### src/rtl/lcd_fb_pkg.sv
// lcd_fb_pkg: shared definitions for the LCD frame-buffer controller.
//   - frame geometry (FB_AW, FB_DEPTH, DW)
//   - capture state encoding used by lcd_fb_wr_seq
//   - MCU bus address map of the frame-buffer block
package lcd_fb_pkg;

    localparam int FB_AW    = 11;
    localparam int FB_DEPTH = 2048;
    localparam int DW       = 8;

    typedef enum logic [1:0] {
        IDLE = 2'd0,
        FILL = 2'd1,
        FULL = 2'd2
    } cap_state_e;

    // MCU bus address map (byte addresses, inclusive ranges)
    localparam int unsigned MAP_FB_BASE   = 0;
    localparam int unsigned MAP_FB_LAST   = 2047;
    localparam int unsigned MAP_PARK_BASE = 2048;
    localparam int unsigned MAP_PARK_LAST = 2056;
    localparam int unsigned MAP_IN_BASE   = 2057;
    localparam int unsigned MAP_IN_LAST   = 2058;
    localparam int unsigned MAP_OUT_BASE  = 2059;
    localparam int unsigned MAP_OUT_LAST  = 2060;

endpackage

### src/rtl/lcd_fb_wr_seq.sv
// lcd_fb_wr_seq: capture sequencer. Tracks the write position inside the
// write bank and raises swap_pend once a whole frame has been stored.
// Ports:
//   clk, rst       clock, synchronous active-high reset
//   frm_start_i    frame-begin pulse
//   wr_strb_i      captured-byte strobe
//   swap_i         the top takes the swap on this edge
//   wr_fire_o      a RAM write happens on this edge
//   wr_adr_o       in-bank address for that write
//   swap_pend_o    a full frame waits for a bank swap
//   drop_o         frm_start on this edge discards the incoming frame
module lcd_fb_wr_seq
    import lcd_fb_pkg::*;
#(
    parameter int FB_AW = 11
) (
    input  logic             clk,
    input  logic             rst,
    input  logic             frm_start_i,
    input  logic             wr_strb_i,
    input  logic             swap_i,
    output logic             wr_fire_o,
    output logic [FB_AW-1:0] wr_adr_o,
    output logic             swap_pend_o,
    output logic             drop_o
);

    cap_state_e       state_q, state_d;
    logic [FB_AW:0]   cnt_q, cnt_d;
    logic             pend_q, pend_d;

    always_ff @(posedge clk) begin
        if (rst) begin
            state_q <= IDLE;
            cnt_q   <= '0;
            pend_q  <= 1'b0;
        end else begin
            state_q <= state_d;
            cnt_q   <= cnt_d;
            pend_q  <= pend_d;
        end
    end

    always_comb begin
        state_d = state_q;
        cnt_d   = cnt_q;
        pend_d  = pend_q;
        if (swap_i) begin
            // swap outranks a coincident frm_start, which is then dropped
            state_d = IDLE;
            pend_d  = 1'b0;
        end else begin
            unique case (state_q)
                IDLE, FULL: begin
                    if (frm_start_i && !pend_q) begin
                        state_d = FILL;
                        cnt_d   = '0;
                    end
                end
                FILL: begin
                    if (frm_start_i) begin
                        cnt_d = '0;  // restart the same bank, partial frame lost
                    end else if (wr_strb_i) begin
                        cnt_d = cnt_q + 1'b1;
                        if (cnt_q[FB_AW-1:0] == {FB_AW{1'b1}}) begin
                            state_d = FULL;
                            pend_d  = 1'b1;
                        end
                    end
                end
                default: state_d = IDLE;
            endcase
        end
    end

    always_comb begin
        wr_fire_o   = (state_q == FILL) && wr_strb_i && !frm_start_i;
        wr_adr_o    = cnt_q[FB_AW-1:0];
        swap_pend_o = pend_q;
        drop_o      = frm_start_i && pend_q && (state_q != FILL);
    end

endmodule

### src/rtl/lcd_fb_ctrl.sv
// lcd_fb_ctrl: ping-pong frame-buffer controller. Captured bytes go to the
// write bank, MCU reads come from the read bank, and the banks swap once a
// frame is complete and the MCU is not holding the read bank.
// Ports:
//   clk, rst                   clock, synchronous active-high reset
//   frm_start, wr_strb, wr_data capture stream
//   rd_req, rd_adr, rd_lock     MCU read request / bank hold
//   frm_ack                     clears frm_rdy
//   rd_ack, rd_data             read completion
//   frm_rdy, frm_drop, frm_cnt  frame status
//   ram_we, ram_adr, ram_wdata, ram_rdata  external RAM (MSB of address = bank)
module lcd_fb_ctrl
    import lcd_fb_pkg::*;
#(
    parameter int FB_AW = 11,
    parameter int DW    = 8
) (
    input  logic             clk,
    input  logic             rst,
    input  logic             frm_start,
    input  logic             wr_strb,
    input  logic [DW-1:0]    wr_data,
    input  logic             rd_req,
    input  logic [FB_AW-1:0] rd_adr,
    input  logic             rd_lock,
    input  logic             frm_ack,
    output logic             rd_ack,
    output logic [DW-1:0]    rd_data,
    output logic             frm_rdy,
    output logic             frm_drop,
    output logic [7:0]       frm_cnt,
    output logic             ram_we,
    output logic [FB_AW:0]   ram_adr,
    output logic [DW-1:0]    ram_wdata,
    input  logic [DW-1:0]    ram_rdata
);

    logic             rd_bank_q, rd_bank_d;
    logic             rd_pend_q;
    logic             rd_ack_q;
    logic [DW-1:0]    rd_data_q;
    logic             frm_rdy_q;
    logic             frm_drop_q;
    logic [7:0]       frm_cnt_q;
    logic             ram_we_q;
    logic [FB_AW:0]   ram_adr_q;
    logic [DW-1:0]    ram_wdata_q;

    logic             wr_fire;
    logic [FB_AW-1:0] wr_adr;
    logic             swap_pend;
    logic             drop;
    logic             swap;
    logic             rd_accept;

    lcd_fb_wr_seq #(.FB_AW(FB_AW)) u_wr_seq (
        .clk         (clk),
        .rst         (rst),
        .frm_start_i (frm_start),
        .wr_strb_i   (wr_strb),
        .swap_i      (swap),
        .wr_fire_o   (wr_fire),
        .wr_adr_o    (wr_adr),
        .swap_pend_o (swap_pend),
        .drop_o      (drop)
    );

    // A read in flight must finish from its original bank, so swap waits.
    assign swap      = swap_pend && !rd_lock && !rd_pend_q;
    // Any wr_strb blocks read acceptance; the read retries next edge.
    assign rd_accept = rd_req && !rd_pend_q && !wr_strb;
    // Reads accepted on the swap edge already see the new bank.
    assign rd_bank_d = swap ? ~rd_bank_q : rd_bank_q;

    always_ff @(posedge clk) begin
        if (rst) begin
            rd_bank_q   <= 1'b0;
            rd_pend_q   <= 1'b0;
            rd_ack_q    <= 1'b0;
            rd_data_q   <= '0;
            frm_rdy_q   <= 1'b0;
            frm_drop_q  <= 1'b0;
            frm_cnt_q   <= '0;
            ram_we_q    <= 1'b0;
            ram_adr_q   <= '0;
            ram_wdata_q <= '0;
        end else begin
            rd_bank_q <= rd_bank_d;
            ram_we_q  <= wr_fire;
            if (wr_fire) begin
                ram_adr_q   <= {~rd_bank_q, wr_adr};
                ram_wdata_q <= wr_data;
            end else if (rd_accept) begin
                ram_adr_q   <= {rd_bank_d, rd_adr};
            end
            // A read occupies exactly one pending cycle.
            rd_pend_q <= rd_accept;
            rd_ack_q  <= rd_pend_q;
            if (rd_pend_q) begin
                rd_data_q <= ram_rdata;
            end
            frm_drop_q <= drop;
            if (swap) begin
                frm_rdy_q <= 1'b1;  // set wins over a coincident frm_ack
                frm_cnt_q <= frm_cnt_q + 8'd1;
            end else if (frm_ack) begin
                frm_rdy_q <= 1'b0;
            end
        end
    end

    assign rd_ack    = rd_ack_q;
    assign rd_data   = rd_data_q;
    assign frm_rdy   = frm_rdy_q;
    assign frm_drop  = frm_drop_q;
    assign frm_cnt   = frm_cnt_q;
    assign ram_we    = ram_we_q;
    assign ram_adr   = ram_adr_q;
    assign ram_wdata = ram_wdata_q;

endmodule

### config.mk
export PLATFORM = sky130hd
export DESIGN_NAME = lcd_fb_ctrl
export DESIGN_NICKNAME = d
export VERILOG_FILES = /design/src/rtl/lcd_fb_pkg.sv /design/src/rtl/lcd_fb_wr_seq.sv /design/src/rtl/lcd_fb_ctrl.sv
export SDC_FILE = /design/constraint.sdc
export NUM_CORES = 1
export LEC_CHECK = 0
export ABC_AREA = 1
export BUFFER_PORTS_ARGS = -buffer_cell sky130_fd_sc_hd__buf_2
export CAP_MARGIN = 10
export CORE_MARGIN = 2
export CORE_UTILIZATION = 51
export CTS_CLUSTER_DIAMETER = 80
export DETAILED_ROUTE_END_ITERATION = 7
export PLACE_DENSITY = 0.86
export REMOVE_ABC_BUFFERS = 1
export SYNTH_ARGS = -nofsm -noshare
export SYNTH_HDL_FRONTEND = slang
export SYNTH_HIERARCHICAL = 1
export SYNTH_SLANG_ARGS = --single-unit
### constraint.sdc
create_clock -name clk -period 1.6 [get_ports clk]
set_input_delay 0.16 -clock clk [delete_from_list [all_inputs] [get_ports clk]]
set_output_delay 0.16 -clock clk [all_outputs]
set_load 0.005 [all_outputs]
Word level (Yosys, flattened, before mapping)
Cells that the tools add are included.
{"block": "classes", "bitwise": 3, "addsub": 2, "eq_ne": 9, "reduce_logical": 23, "mux": 14}
{"op": "2-to-1 mux 12 bit", "n": 5}
{"op": "one-hot mux 12 bit (2 select lines)", "n": 1}
{"op": "adder 12 x 1 -> 12 bit (second input constant)", "n": 1}
{"op": "AND reduction 4 bit", "n": 3}
{"op": "equality test 11 bit (second input constant)", "n": 1}
{"op": "logical AND 1 bit", "n": 9}
{"op": "adder 8 x 1 -> 8 bit (second input constant)", "n": 1}
{"op": "2-to-1 mux 2 bit", "n": 4}
{"op": "!= test 2 x 1 -> 1 bit (second input constant)", "n": 3}
{"op": "nonzero test 2 bit", "n": 3}
{"op": "logical NOT 1 bit", "n": 5}
{"op": "!= test 2 bit (second input constant)", "n": 2}
{"op": "one-hot mux 2 bit (2 select lines)", "n": 1}
{"op": "OR reduction 2 bit", "n": 2}
{"op": "2-to-1 mux 1 bit", "n": 3}
{"op": "!= test 3 bit (second input constant)", "n": 1}
{"op": "inverter 1 bit", "n": 3}
{"op": "equality test 2 x 1 -> 1 bit (second input constant)", "n": 1}
{"op": "equality test 2 bit (second input constant)", "n": 1}
{"op": "logical NOT 2 bit", "n": 1}
{"block": "totals", "ff_bits": 57, "out_inout_bits": 40, "wordCells": 64}

Logic depth before layout (Yosys ltp)
Gate-level depths: netlist of run 1.
{"block": "logic_depth", "ltp_word": 6, "mapped_depth": 10, "depth_no_buf": 10}

By module
Netlist of run 1, hierarchy kept.
{"module": "lcd_fb_ctrl", "n_inst": 1, "seq_area_each_um2": 840.8, "cells_per_inst": 235, "area_per_inst_um2": 1702.9}
{"module": "lcd_fb_wr_seq", "n_inst": 1, "seq_area_each_um2": 280.3, "cells_per_inst": 108, "area_per_inst_um2": 783.3}

Worst setup path before layout of run 1
OpenSTA, ideal clock, no wires.
{"block": "synth_path", "kind": "register to register", "startpoint": "reg u_wr_seq.state_q[0]", "endpoint": "reg ram_adr_q[0] (netlist: ram_adr[0])", "setup_ns": 0.116, "n_path_buf": 1, "path_stages_with_launch": 11, "required_time_ns": 1.484, "t_arrival_ns": 1.329, "path_slack_ns": 0.155, "cell_sequence": "dfxtp_1 -> inv_2 -> nor2_4 -> nand2_4 -> nor2_1 -> inv_1 -> clkbuf_1 -> nand2_1 -> nand2_1 -> nor2_1 -> nor2_1"}
{"block": "synth_via", "elab_chain_cells": 4, "elab_cells_between_ends": 5, "classes_between": "eq/ne (1); mux (1); reduce/logical (3)"}
{"element": "start: declaration", "line": "lcd_fb_wr_seq.sv:28", "text": "cap_state_e state_q, state_d;"}
{"element": "start signal: assignment", "line": "lcd_fb_wr_seq.sv:38", "text": "state_q <= state_d;"}
{"element": "equality test 2 x 1 -> 1 bit (*)", "line": "lcd_fb_wr_seq.sv:77", "text": "wr_fire_o = (state_q == FILL) && wr_strb_i && !frm_start_i;"}
{"element": "logical AND 1 bit (*) (2 in series)", "line": "lcd_fb_wr_seq.sv:77"}
{"element": "net wr_fire", "line": "lcd_fb_ctrl.sv:49", "text": "logic wr_fire;"}
{"element": "2-to-1 mux 12 bit / nonzero test 2 bit (equally long branches)"}
{"element": "end signal: assignment", "line": "lcd_fb_ctrl.sv:91", "text": "ram_adr_q <= {~rd_bank_q, wr_adr};"}
{"element": "end signal: assignment", "line": "lcd_fb_ctrl.sv:94", "text": "ram_adr_q <= {rd_bank_d, rd_adr};"}
{"element": "end: declaration", "line": "lcd_fb_ctrl.sv:46", "text": "logic [FB_AW:0] ram_adr_q;"}
The timed path passes the listed nets; every way through them passes the cells marked *.
A chain may end at the register's enable or synchronous reset.

Worst setup path in the final report of run 1
{"block": "layout_path", "startpoint": "reg u_wr_seq.state_q[0]", "endpoint": "reg ram_adr_q[4] (netlist: ram_adr[4])"}
Same word-level chain as after synthesis.

==> impl_metrics.yaml, run 1 <==
clocking:
  clock_path_buffers: 2
  numCtsBuffers: 5
  cts_hold_buf: 0
  clkSinkCount: 56
  htreeDepth: 2
  cts_root_buf: "clkbuf_8"
  cts_tree: "built"
  clkTransAtPathRegs_ns: 0.09
  clkLatencyLatePin_ns: 0.31
placement:
  placed_cell_area_um2: 2940
  place_inst: 480
  gp_congestion: 0.843
  port_buffers: 73
  dpl.hpwl_um: 4020
critical_path:
  cp-end-kind: "register"
  rr_worst_depth: 10
  r2r_slack_ns: 0.13
  cp_data_required_time_ns: 1.80
  crit_start: "u_wr_seq/state_q[0]"
  timing.rr.start: "u_wr_seq/state_q[0]"
  crit_fanout: 20
  worstPathArrival_ns: 1.67
  critPathLaunchType: "register"
  criticalPathCategory: "reg -> reg"
  rr_endpoint: "ram_adr[4]"
  critPathCapture: "ram_adr[4]"
die:
  io_pins: 74
  core_area_um2: 4720
  num_rows: 25
  die_h_um: 73.8
  die-area_um2: 5450
  start_util_pct: 52.6
  fp.dieW_um: 73.8
cells_and_area:
  multi_input_area_um2: 1190
  stdcell_count: 490
  area_delta_synth_final_pct: 23.6
  fin_nets: 458
  area.sequential_um2: 1120
  fillers: 423
  antenna_cells: 0
  drive_gt1_share_pct: 28.4
  design_area_um2: 3070
  fin_util_pct: 65.1
grt:
  grt_pass1_wl_um: 8850
  grt_pass1_vias: 2061
  antenna_found_initial: 0
  grt_overflow: 0
  grtUsageTotal_pct: 20.6
  grt_max_degree: 35
power:
  p_total_mw: 2.67
  ir_worst_vdd_mv: 0.456
  power_density_nw_per_um2: 868
  p_leak_nw: 1.50
timing:
  skew_ns: 0.00534
  layout_min_cycle_time_ns: 1.47
  hold_viol: 0
  finalCritPeriodShare_pct: 91.6
  max_clock_freq_ghz: 0.683
  relSlewSlack_pct: 46.1
  setup_violations: 0
  whs_ns: 0.0693
  rsz0062_at_grt: "no"
  finalMaxSlewViolations: 0
  tightestPinTransition_ns: 0.807
drt:
  wl_met2_um: 2750
  wl_per_cell_um: 11.4
  drc: 0
  vias_per_cell: 4.95
  first_iter_violations: 142
  wl_met3_um: 288
  vias: 2425
  finalWirelength_um: 5610
  top_layer: "met4"
  wl_met1_um: 2480
  final_antenna_net_count: 0
  dr.pass1.iters: 4
run_status:
  status: "finished clean"
yosys:
  async_reset_ff_share_pct: 0
  synth_area_um2: 2490
  synth_warnings: 6
  synth-seq-cells: 56
  yosysUniqueCellTypes: 31
  synth-main-ff-cell: "dfxtp_1"
  seq_area_frac_synth_pct: 45.1
  synth-edff-count: 0
  syn_inst: 343
  avgSynthCellArea_um2: 7.25
run:
  maxCapViolCount: 0
worst_hold_path:
  min_path_type: "in -> reg"
-- per-stage QoR --
step	worst slack, ns	TNS [ns]
2_1_floorplan	-0.839	-13.90
3_3_place_gp	0.103	0
3_5_place_dp	0.0244	0
4_1_cts	0.0483	0
5_1_grt	0.00503	0
6_report	0.135	0
-- cell usage in the layout (no fill, tap or decap), types with 3 or more instances in the layout --
cell type,synthesis,routed
a21oi_1,17,17
buf_2,2,73
buf_4,0,9
clkbuf_8,0,5
dfxtp_1,56,55
inv_1,26,26
inv_2,5,5
nand2_1,66,65
nand2_2,3,4
nand3_1,10,10
nand4_1,7,7
nor2_1,81,80
nor2_2,2,3
nor2_4,4,4
nor3_1,4,3
o21ai_0,35,35
-- state kept, by name, summed over array words and instances, names as in the netlist --
register and count:
rd_ack 1, u_wr_seq/cnt_q 11, ram_we 1, u_wr_seq/swap_pend_o 1, rd_bank_q 1, rd_pend_q 1
u_wr_seq/state_q 2, ram_adr 12, frm_drop 1, frm_cnt 8, ram_wdata 8, frm_rdy 1
rd_data 8
-- per-layer routing --
| layer | global-route usage, % | vias up |
|---|---|---|
| li1 | - | 1244 |
| met1 | 25.8 | 1094 |
| met2 | 35.3 | 78 |
| met3 | 4.12 | 9 |
| met4 | 6.87 | 0 |
| met5 | 0 | - |
-- critical path: stages, from the launching register on --
cell and delay, ns:
dfxtp_2 0.37, inv_2 0.07, nor2_4 0.15, nand2_4 0.09, nor2_2 0.13, inv_1 0.09, buf_6 0.17, nand2_1 0.07
nand2_1 0.05, nor2_1 0.11, nor2_1 0.05
-- cell usage after synthesis (2+ instances only) --
cell	n	area share (%)
nor2_1	81	12
clkbuf_1	6	0.91
buf_2	2	0.40
nor2_2	2	0.50
nand2_4	2	0.91
a21oi_1	17	3.4
ha_1	2	1.0
nand3_1	10	2.0
nor2_4	4	1.8
nand2_1	66	10
nand4_1	7	1.8
nor3_1	4	0.81
buf_6	2	0.91
dfxtp_1	56	45
inv_2	5	0.75
inv_1	26	3.9
o21ai_0	35	7.0
nand2_2	3	0.75
-- cell type report --
class,count,share of cell area [%]
multi-input cells,244,38.8
inverters,32,3.95
clock buffers,6,2.36
repair buffers,83,14.5
clock inverters,2,1.14
flip-flops and latches,56,36.5
well taps,67,2.73
-- power by group --
group	switching [mW]	total (mW)	internal, mW
combinational	0.170	0.298	0.127
sequential	0.0236	1.47	1.44
clock	0.439	0.904	0.465
total	0.633	2.67	2.03
-- kinds of logic (layout without fill, tap and decap cells) --
kind of cell | Yosys count | after routing | share of synthesized area (%)
AO/OA/AOI/OAI | 56 | 56 | 12.2
XOR/XNOR | 2 | 2 | 1.01
adder cells (fa/ha/maj) | 2 | 2 | 1.01
buffers and inverters | 43 | 123 | 7.30
flip-flops | 56 | 56 | 45.1
AND/OR/NAND/NOR | 184 | 184 | 33.4
-- what timing repair did --
item / 4_1_cts / 5_1_grt
setup buffers: 0 / 2
gates resized for setup: 2 / 3
pin swaps: 0 / 3
endpoints found under the setup margin: 11 / 13
-- how the worst min path moves through the flow --
| stage | to | start | slack (ns) | depth (start not counted) |
|---|---|---|---|---|
| floorplan | rd_bank_q | rst | 0.23 | 1 |
| global placement | rd_data[2] | ram_rdata[2] | 0.38 | 3 |
| detailed placement | rd_data[2] | ram_rdata[2] | 0.39 | 3 |
| CTS | rd_data[2] | ram_rdata[2] | 0.07 | 3 |
| global route | rd_data[2] | ram_rdata[2] | 0.07 | 3 |
| finish | rd_data[2] | ram_rdata[2] | 0.07 | 3 |
Note: power is estimated with default switching activity, not from simulation.
==> inputs of run 2 (changes only) <==
CORE_ASPECT_RATIO = 1.4   (was default)
SYNTH_HIERARCHICAL = default   (was 1)
==> run 2 against run 1 <==
First-iteration DRC count is 18% lower. Cell count is 4.3% lower. Sequential share of layout area is 0.45 points higher. Clock-buffer cell count is 1 lower. Largest power group unchanged. Sequential cell count stayed put.
==> impl_metrics.yaml, run 2 <==
die:
  core_area_um2: 4570
  fp.dieW_um: 62.3
  die-area_um2: 5330
  num_rows: 29
  start_util_pct: 53.0
  die_h_um: 85.6
  io_pins: 74
cells_and_area:
  fin_nets: 442
  fillers: 397
  final_common_cell: "buf_2"
  multi_input_area_um2: 1080
  drive_gt1_share_pct: 28.0
  antenna_cells: 0
  area.sequential_um2: 1120
  final_cell_mix: "73 x buf_2, 67 x nand2_1, 55 x dfxtp_1"
  largest_reg_flops: 12
  area_delta_synth_final_pct: 25.2
  fin_util_pct: 66.4
power:
  clockPowerShare_pct: 42.4
  switching_power_mw: 0.640
  p_leak_nw: 1.47
  ir_worst_vdd_mv: 0.593
  power_density_nw_per_um2: 975
  p_sw_share_pct: 21.6
  power.internal_mw: 2.32
  pwr-share-seq_pct: 49.0
  pwr-share-comb_pct: 8.6
placement:
  dpl.hpwl_um: 4200
  port_buffers: 73
  gp_congestion: 0.891
yosys:
  seq_area_frac_synth_pct: 46.2
  avgSynthCellArea_um2: 7.42
  synth_warnings: 0
  synth_area_um2: 2420
  synth-seq-cells: 56
  synth-edff-count: 0
  synth_area_leader_cell: "dfxtp_1"
  yosys-top-cells-count: "69 x nand2_1, 56 x dfxtp_1, 44 x nor2_1"
  async_reset_ff_share_pct: 0
  synthMostInstantiatedCell: "nand2_1"
  synth_top_area_share_pct: 46.2
  yosysUniqueCellTypes: 32
  syn_inst: 327
  synth-main-ff-cell: "dfxtp_1"
  yosys-top-cells-area: "dfxtp_1 46%, nand2_1 11%, nor2_1 6.8%"
run_status:
  status: "finished clean"
critical_path:
  cp-end-kind: "register"
  crit_fanout: 10
  worstPathArrival_ns: 1.66
  slowest_delay_ns: 0.41
  cp_data_required_time_ns: 1.80
  critPathLaunchType: "register"
  crit_slowest_cell: "dfxtp_2"
  criticalPathCategory: "reg -> reg"
  crit_chain: "inv_2, nand3_4, nand2_4, nor2_4, nand2_1, nand2_2, inv_1, o21ai_0, nor2_1"
timing:
  setup_violations: 0
  setup_tns_ns: 0
  finalCritPeriodShare_pct: 91.1
  finalMaxSlewViolations: 0
  relSlewSlack_pct: 76.7
  rsz0062_at_grt: "no"
  hold_viol: 0
  skew_ns: 0.00230
  layout_min_cycle_time_ns: 1.46
  tightestPinTransition_ns: 0.349
  max_clock_freq_ghz: 0.686
grt:
  grt_overflow: 0
  grt_max_degree: 19
  grt_pass1_vias: 2338
  grtUsageTotal_pct: 22.5
  grt_pass1_wl_um: 9800
  antenna_found_initial: 0
drt:
  vias_per_cell: 5.21
  wl_per_cell_um: 12.4
  final_antenna_net_count: 0
  finalWirelength_um: 5800
  first_iter_violations: 116
  dr.pass1.iters: 4
  drc: 0
  vias: 2442
clocking:
  htreeDepth: 2
  postCtsSetupRepairBufs: 0
  clkTransAtPathRegs_ns: 0.10
  clock_path_buffers: 2
  numCtsBuffers: 5
  cts_tree: "built"
  clkLatencyLatePin_ns: 0.31
  cts_hold_buf: 0
  cts_root_buf: "clkbuf_8"
  clkSinkCount: 56
worst_hold_path:
  min_path_type: "in -> reg"
run:
  maxCapViolCount: 0
-- run 2: cell types whose count changed in the layout (fill, tap and decap cells not counted), sizes merged, moves of 5 or more --
cell	delta
inv	+14
o21ai	-9
nor2	-35
o211ai	+8
nand3	+5
-- run 2: final cells by class --
class	instances	area share [%]
Clock buffer	5	2.27
Clock inverter	3	2.97
Inverter	45	5.56
Multi-Input combinational cell	217	35.7
Sequential cell	56	37.0
Tap cell	62	2.56
Timing Repair Buffer	81	14.0
-- run 2: worst paths after layout --
kind              startpoint                end  slack, ns  cells after the start
setup / recovery   rd_pend_q  u_wr_seq.cnt_q[4]       0.14                      9
hold reg to reg      frm_rdy            frm_rdy       0.48                      2
hold / removal    wr_data[1]       ram_wdata[1]       0.07                      3
setup reg to reg   rd_pend_q  u_wr_seq.cnt_q[4]       0.14                      9
-- run 2: power groups by stage --
stage / registers [mW] / clock network (mW) / logic (mW)
final: 1.45 / 1.26 / 0.255
after global routing: 1.46 / 1.31 / 0.285
after CTS: 1.45 / 1.25 / 0.252
after detailed placement: 1.48 / 0 / 0.250
after global placement: 1.48 / 0 / 0.244
after floorplan: 1.49 / 0 / 0.115
-- run 2: metrics by stage --
stage	cells	power [mW]	worst slack (ns)	hold WS [ns]	instance area [um2]
6_report	469	2.96	0.143	0.0657	3040
5_1_grt	469	3.06	0.00870	0.0662	3040
4_1_cts	469	2.95	0.0323	0.0695	3030
3_5_place_dp	461	1.73	0.123	0.392	2870
3_3_place_gp	461	1.73	0.188	0.381	2870
2_1_floorplan	318	1.60	0.0856	0.229	2370
-- run 2: timing repair --
action,4_1_cts,5_1_grt
resized for setup,0,3
hold endpoints to repair,0,0
endpoints found under the setup margin,0,15
-- run 2: per-layer routing --
layer	routed length, um	vias up	part of all wire [%]	track usage, %
met5	0	-	0	0
met4	139	0	2.4	10.9
met3	263	17	4.5	3.54
met2	3170	71	55	42.7
met1	2230	1152	38	24.1
li1	-	1202	-	-
-- run 2: worst max-delay path: cells and delay by family, from the launching register on --
family / cells / cell delay [ns]
AO/OA/AOI/OAI: 1 / 0.09
AND/OR/NAND/NOR: 6 / 0.67
buffers and inverters: 2 / 0.18
flip-flops: 1 / 0.41
-- run 2: kinds of logic (layout without fill, tap and decap cells) --
| group | Yosys count | in the layout | share of synthesized area [%] |
|---|---|---|---|
| flops | 56 | 56 | 46.2 |
| buf+inv | 54 | 134 | 9.34 |
| fa+ha+maj | 2 | 2 | 1.03 |
| compound gates | 60 | 60 | 13.6 |
| xor+xnor | 2 | 2 | 0.723 |
| simple gates | 153 | 153 | 29.1 |
